<file path="src/rtl/core_pkg.sv">
// core_pkg
//   Shared definitions for the 5-stage RV64 core: supported major opcodes and
//   the bit positions of the 8-bit decoder control word
//   {ALUSrc, MemToReg, RegWrite, MemRead, MemWrite, Branch, ALUOp[1:0]}.
//   Used by the decoder, ID/EX and EX/MEM stages.
package core_pkg;

  localparam logic [6:0] OP_R   = 7'b0110011;
  localparam logic [6:0] OP_LD  = 7'b0000011;
  localparam logic [6:0] OP_SD  = 7'b0100011;
  localparam logic [6:0] OP_BEQ = 7'b1100011;

  localparam int CTRL_W        = 8;
  localparam int CTRL_ALUOP_LO = 0;
  localparam int CTRL_ALUOP_HI = 1;
  localparam int CTRL_BRANCH   = 2;
  localparam int CTRL_MEMWRITE = 3;
  localparam int CTRL_MEMREAD  = 4;
  localparam int CTRL_REGWRITE = 5;
  localparam int CTRL_MEMTOREG = 6;
  localparam int CTRL_ALUSRC   = 7;

  // Opcodes this pipeline executes; anything else becomes a bubble.
  function automatic logic op_supported(input logic [6:0] op);
    return (op == OP_R) || (op == OP_LD) || (op == OP_SD) || (op == OP_BEQ);
  endfunction

  // R, S and SB formats read rs2; loads do not.
  function automatic logic op_uses_rs2(input logic [6:0] op);
    return (op == OP_R) || (op == OP_SD) || (op == OP_BEQ);
  endfunction

endpackage

</file>
<file path="src/rtl/id_ex_stage_hazard_detect.sv">
// hazard_detect
//   Combinational load-use detector. Requests a one-cycle stall when the load
//   currently in EX writes a register that the ID instruction reads.
// Ports
//   id_valid, flush        ID qualifier and branch squash (squash wins)
//   id_opcode, id_rs1/2    ID instruction source specifiers
//   ex_valid, ex_mem_read  EX instruction is a real load
//   ex_rd                  EX destination
//   stall                  load-use stall request
module hazard_detect
  import core_pkg::*;
#(
  parameter int RA_W = 5
) (
  input  logic            id_valid,
  input  logic            flush,
  input  logic [6:0]      id_opcode,
  input  logic [RA_W-1:0] id_rs1,
  input  logic [RA_W-1:0] id_rs2,
  input  logic            ex_valid,
  input  logic            ex_mem_read,
  input  logic [RA_W-1:0] ex_rd,
  output logic            stall
);

  logic rs1_hit;
  logic rs2_hit;

  always_comb begin
    rs1_hit = (ex_rd == id_rs1);
    rs2_hit = op_uses_rs2(id_opcode) && (ex_rd == id_rs2);
    // A squashed ID instruction never needs to be held.
    stall   = id_valid && !flush && ex_valid && ex_mem_read &&
              (ex_rd != '0) && (rs1_hit || rs2_hit);
  end

endmodule

</file>
<file path="src/rtl/id_ex_stage.sv">
// id_ex_stage
//   ID/EX pipeline register of the RV64 core. Sanitises decoder control bits,
//   detects load-use hazards against EX, and registers either the ID
//   instruction or a bubble. Keeps saturating stall/bubble counters.
// Ports
//   clk, reset                 clock, synchronous active-high reset
//   id_valid, id_opcode        ID qualifier and major opcode
//   id_ctrl                    decoder control word
//   id_pc, id_rs1_data, id_rs2_data, id_imm   ID operands (XLEN)
//   id_rs1, id_rs2, id_rd      register specifiers
//   id_funct                   {instr[30], instr[14:12]}
//   flush                      squash ID (branch taken downstream)
//   stall                      load-use hold request to PC and IF/ID
//   ex_*                       registered EX-side copies
//   stall_cnt, bubble_cnt      saturating event counters
module id_ex_stage
  import core_pkg::*;
#(
  parameter int XLEN  = 64,
  parameter int RA_W  = 5,
  parameter int CNT_W = 32
) (
  input  logic              clk,
  input  logic              reset,
  input  logic              id_valid,
  input  logic [6:0]        id_opcode,
  input  logic [CTRL_W-1:0] id_ctrl,
  input  logic [XLEN-1:0]   id_pc,
  input  logic [XLEN-1:0]   id_rs1_data,
  input  logic [XLEN-1:0]   id_rs2_data,
  input  logic [XLEN-1:0]   id_imm,
  input  logic [RA_W-1:0]   id_rs1,
  input  logic [RA_W-1:0]   id_rs2,
  input  logic [RA_W-1:0]   id_rd,
  input  logic [3:0]        id_funct,
  input  logic              flush,
  output logic              stall,
  output logic              ex_valid,
  output logic [CTRL_W-1:0] ex_ctrl,
  output logic [XLEN-1:0]   ex_pc,
  output logic [XLEN-1:0]   ex_rs1_data,
  output logic [XLEN-1:0]   ex_rs2_data,
  output logic [XLEN-1:0]   ex_imm,
  output logic [RA_W-1:0]   ex_rs1,
  output logic [RA_W-1:0]   ex_rs2,
  output logic [RA_W-1:0]   ex_rd,
  output logic [3:0]        ex_funct,
  output logic [CNT_W-1:0]  stall_cnt,
  output logic [CNT_W-1:0]  bubble_cnt
);

  logic              op_ok;
  logic              bubble;
  logic [CTRL_W-1:0] ctrl_san;

  hazard_detect #(.RA_W(RA_W)) u_hazard_detect (
    .id_valid    (id_valid),
    .flush       (flush),
    .id_opcode   (id_opcode),
    .id_rs1      (id_rs1),
    .id_rs2      (id_rs2),
    .ex_valid    (ex_valid),
    .ex_mem_read (ex_ctrl[CTRL_MEMREAD]),
    .ex_rd       (ex_rd),
    .stall       (stall)
  );

  always_comb begin
    op_ok    = op_supported(id_opcode);
    ctrl_san = id_ctrl;
    // Stores and branches never write back; force the operand mux to the
    // form each format actually uses (imm for address, rs2 for compare).
    if (id_opcode == OP_SD) begin
      ctrl_san[CTRL_MEMTOREG] = 1'b0;
      ctrl_san[CTRL_ALUSRC]   = 1'b1;
    end else if (id_opcode == OP_BEQ) begin
      ctrl_san[CTRL_MEMTOREG] = 1'b0;
      ctrl_san[CTRL_ALUSRC]   = 1'b0;
    end
    bubble = flush || stall || !id_valid || !op_ok;
  end

  always_ff @(posedge clk) begin
    if (reset) begin
      ex_valid    <= 1'b0;
      ex_ctrl     <= '0;
      ex_pc       <= '0;
      ex_rs1_data <= '0;
      ex_rs2_data <= '0;
      ex_imm      <= '0;
      ex_rs1      <= '0;
      ex_rs2      <= '0;
      ex_rd       <= '0;
      ex_funct    <= '0;
      stall_cnt   <= '0;
      bubble_cnt  <= '0;
    end else begin
      // Operands always follow ID; a bubble is identified by ex_valid and a
      // zeroed control word, so stale operands are harmless downstream.
      ex_pc       <= id_pc;
      ex_rs1_data <= id_rs1_data;
      ex_rs2_data <= id_rs2_data;
      ex_imm      <= id_imm;
      ex_rs1      <= id_rs1;
      ex_rs2      <= id_rs2;
      ex_rd       <= id_rd;
      ex_funct    <= id_funct;
      ex_valid    <= !bubble;
      ex_ctrl     <= bubble ? '0 : ctrl_san;
      if (stall && !(&stall_cnt))
        stall_cnt <= stall_cnt + CNT_W'(1);
      if (bubble && !(&bubble_cnt))
        bubble_cnt <= bubble_cnt + CNT_W'(1);
    end
  end

endmodule

</file>
<file path="config.mk">
export PLATFORM = sky130hd
export DESIGN_NAME = id_ex_stage
export DESIGN_NICKNAME = d
export VERILOG_FILES = /design/src/rtl/core_pkg.sv /design/src/rtl/id_ex_stage_hazard_detect.sv /design/src/rtl/id_ex_stage.sv
export SDC_FILE = /design/constraint.sdc
export NUM_CORES = 1
export LEC_CHECK = 0
export ABC_AREA = 1
export CAP_MARGIN = 25
export CORE_AREA = 4 4 251 253
export CTS_CLUSTER_SIZE = 8
export DETAILED_ROUTE_END_ITERATION = 8
export DIE_AREA = 0 0 255 257
export PLACE_DENSITY = 0.47
export SLEW_MARGIN = 5
export SYNTH_ARGS = -nofsm -noshare
export SYNTH_HDL_FRONTEND = slang
export SYNTH_HIERARCHICAL = 1
export SYNTH_SLANG_ARGS = --single-unit
</file>
<file path="constraint.sdc">
create_clock -name clk -period 2.5 [get_ports clk]
set_input_delay 0.625 -clock clk [delete_from_list [all_inputs] [get_ports clk]]
set_output_delay 0.625 -clock clk [all_outputs]
set_load 0.03 [all_outputs]
</file>
==> run summary <==
OUTCOME
----------------------------------------------------------------------------------------------------
Outcome                                                                                 finished, final reports clean

WORST HOLD PATH
----------------------------------------------------------------------------------------------------
Hold path depth                                                                                    3
Endpoint of the worst hold-timing path                                                  ex_rs1[0]$_SDFF_PP0_
Min-Delay Path Class                                                                    input pin to flip-flop
Hold wc startpoint                                                                         id_rs1[0]

GRT
----------------------------------------------------------------------------------------------------
Overflow left after global routing                                                                 0
Met2 usage in global routing                                                                   0.285
Initial antenna violation count                                                                   15
Met3 layer usage reported by global route                                                     0.0628
GRT Util Overall                                                                               0.161
Pin count of the biggest net entering global routing                                              80
Met1 usage in global routing                                                                   0.181
Vias in the first global route                                                                 12300
Busiest grt layer                                                                               met2
Global-route wire length before repair                                                      79500 um

YOSYS
----------------------------------------------------------------------------------------------------
Post-Syn Area                                                                             0.0126 mm2
Share of Yosys cell area claimed by the top area cell type                                     0.555
Post-synth net total                                                                            1941
Sequential element share of the synthesized area                                               0.555
Count of different cell masters after synthesis                                                   29
Largest area contributor in the synthesized netlist                                     sky130_fd_sc_hd__dfxtp_1
Synthesized area per cell                                                                   7.63 um2
Post-Syn Instances                                                                              1645
Number of register bits inferred by synthesis                                                    348
Count of warnings emitted by yosys                                                                 6
Area contributors post-synth                                                            sky130_fd_sc_hd__dfxtp_1, sky130_fd_sc_hd__nor2_1, sky130_fd_sc_hd__inv_1, sky130_fd_sc_hd__nand2_1, sky130_fd_sc_hd__a21oi_2

PLACED DESIGN
----------------------------------------------------------------------------------------------------
Number of I/O port buffers                                                                       642
Detail Placement HPWL                                                                       43800 um
Pre-CTS worst setup slack                                                                  -0.304 ns
Gp weighted congestion                                                                         0.904

TIMING
----------------------------------------------------------------------------------------------------
Final setup viols                                                                                  0
Worst-Margin Slew                                                                           0.589 ns
Unrepaired setup endpoints after global routing                                                 true
Worst-case headroom to the max-slew limit                                                      0.606
Crit path time final                                                                         2.44 ns
Final-report max-slew violation count                                                              0
Maximum achievable frequency                                                                 410 MHz
Minimum setup slack in the final design                                                    0.0597 ns
Max Clock Skew                                                                             0.0110 ns
Final critical-path share of the clock period                                                  0.976
Hold Violations, Final                                                                             0

CLOCKING
----------------------------------------------------------------------------------------------------
Maximum clock path buffer count                                                                    3
Number of buffers created by CTS                                                                  50
Clk Latency, worst-skew pair                                                                 0.57 ns
Root buffer cell                                                                        sky130_fd_sc_hd__clkbuf_16
Clock H-tree levels                                                                                2
CTS sink count                                                                                   348
Clock-pin slew reported for the worst setup and hold paths after clock tree synthesis        0.05 ns
TritonCTS clock tree                                                                             yes
Number of hold buffers added after CTS                                                             0

DETAILED ROUTING
----------------------------------------------------------------------------------------------------
Number of nets still failing antenna checks after routing                                          0
Number of remaining DRC errors                                                                     0
Total wire length                                                                           54600 um
Post-DR vias/cell                                                                               3.90
Number of design-rule violations left by the first detailed-router iteration                     459
Number of iterations in the first detailed-routing pass                                            5
Routed vias                                                                                    12200
Post-detailed-route wirelength per cell                                                      17.5 um

CELLS AND AREA
----------------------------------------------------------------------------------------------------
Area of the multi-input gates                                                            0.00405 mm2
Total number of nets in the final design                                                        2616
Sequential cell area in the final layout                                                 0.00697 mm2
Share of post-route cells with drive strength above 1                                         0.0731
Fill cell total of the finished layout                                                          6403
Area delta synth->final                                                                        70.5%

DIE
----------------------------------------------------------------------------------------------------
Number of placement rows                                                                          91
Initial Utilization                                                                            0.206
Ports                                                                                            643
Total die area                                                                            0.0655 mm2
Die extent in x                                                                               255 um
Y dimension of the die                                                                        257 um
Core Footprint                                                                            0.0610 mm2

POWER AND IR DROP
----------------------------------------------------------------------------------------------------
Power per cell area                                                                       650 mW/mm2
P_leak                                                                                       9.37 nW
Sum of internal, switching and leakage power                                                 13.9 mW
Maximum vdd ir drop                                                                         0.472 mV

SETUP PATH
----------------------------------------------------------------------------------------------------
Kind of start point of the critical path                                                   input pin
Arr. time, crit path                                                                         1.82 ns
R2R Path End                                                                            bubble_cnt[12]$_SDFFE_PP0P_
Required time of the critical path                                                           1.88 ns
Class of the most critical setup path                                                   input pin to output port
Worst Reg-to-Reg Cells                                                                            14
Setup slack, reg-to-reg                                                                      0.32 ns
Critical-path maximum fanout                                                                       2
Crit path capture type                                                                   output port
Worst flop-to-flop path startpoint                                                      ex_rd[4]$_SDFF_PP0_

RUN
----------------------------------------------------------------------------------------------------
Maxcap violations                                                                                  0

## stage by stage
| stage | util | instance area (um2) | std cells | hold WS, ns | setup TNS (ns) |
|---|---|---|---|---|---|
| after floorplan | - | 12600 | 1645 | 0.600 | 0 |
| after global placement | 0.328 | 20000 | 3057 | 0.499 | -9.15 |
| after detailed placement | 0.328 | 20000 | 3057 | 0.502 | -8.65 |
| after CTS | 0.350 | 21400 | 3116 | 0.404 | 0 |
| after global routing | 0.351 | 21400 | 3119 | 0.318 | -0.00479 |
| final | 0.351 | 21400 | 3121 | 0.348 | 0 |
## power breakdown
part           switching (mW)  leakage (nW)  internal, mW  total [mW]
logic                   0.989          5.82         0.902        1.89
registers              0.0769          2.88          5.80        5.88
clock network            2.47         0.666          3.67        6.15
## registers in the layout (all words and copies together), names as in the netlist
register	cells
bubble_cnt	32
ex_ctrl	8
ex_funct	4
ex_imm	64
ex_pc	64
ex_rd	5
ex_rs1	5
ex_rs1_data	64
ex_rs2	5
ex_rs2_data	64
ex_valid	1
stall_cnt	32
## critical path, stage by stage
cell and delay (ns):
sky130_fd_sc_hd__clkdlybuf4s50_1 0.48, sky130_fd_sc_hd__nor3b_2 0.19, sky130_fd_sc_hd__nand3_2 0.09, sky130_fd_sc_hd__nor2_2 0.09, sky130_fd_sc_hd__nor2_1 0.05, sky130_fd_sc_hd__nor2_2 0.12, sky130_fd_sc_hd__buf_6 0.16
## final cells by class
| class | instances | area share |
|---|---|---|
| Inverter | 342 | 0.0601 |
| Timing Repair Buffer | 671 | 0.315 |
| Tap cell | 790 | 0.0462 |
| Multi-Input combinational cell | 907 | 0.189 |
| Clock buffer | 55 | 0.0617 |
| Clock inverter | 3 | 0.00170 |
| Antenna cell | 5 | 0.000585 |
| Sequential cell | 348 | 0.326 |
## how the worst max path moves through the flow
stage	startpoint	to	slack, ns	cells after the start
after detailed placement	id_rs2[1]	bubble_cnt[12]$_SDFFE_PP0P_	-0.30	15
after global placement	id_rs2[1]	bubble_cnt[21]$_SDFFE_PP0P_	-0.28	15
after floorplan	id_opcode[3]	bubble_cnt[11]$_SDFFE_PP0P_	0.02	13
after global routing	id_opcode[5]	stall	-0.005	7
final	id_opcode[5]	stall	0.06	7
after CTS	id_opcode[0]	stall	0.002	10
## cells by family after synthesis
family | after synthesis | share of synthesized area
compound gates | 65 | 0.0349
xor+xnor | 29 | 0.0202
flops | 348 | 0.555
simple gates | 811 | 0.265
fa+ha+maj | 2 | 0.00199
buf+inv | 390 | 0.123
## per-layer routing
metal / share of wire / wire (um) / vias to the layer above
met2: 0.50 / 27100 / 447
met5: 0.00075 / 41 / -
met4: 0.023 / 1250 / 6
met1: 0.39 / 21000 / 5542
li1: - / - / 6087
met3: 0.096 / 5220 / 88
## Yosys cell counts (all sizes together)
cell      n
nand3    36
ha        2
nor3b     2
o21ai     7
nor2    408
nand4     9
nor3      4
clkbuf   37
nand3b    9
xor2     15
inv     341
nand2   343
clkinv    1
a21oi    58
xnor2    14
buf      11
dfxtp   348
## layout by cell type, fill, tap and decap left out, drive strengths merged, types with 2 or more instances in the layout
master	count
clkdlybuf4s50	616
nor2	408
dfxtp	348
inv	343
nand2	343
a21oi	58
clkbuf	55
nand3	36
buf	32
xor2	15
xnor2	14
dlygate4sd2	13
dlymetal6s2s	10
nand3b	9
nand4	9
o21ai	7
diode	5
nor3	4
ha	2
nor3b	2
## what timing repair did
action                     in CTS  in global routing
buffers inserted                1                  0
resized for setup              15                 13
setup endpoints to repair      11                  4
pin swaps                       3                  7
Power figures use the tool's default switching activity.
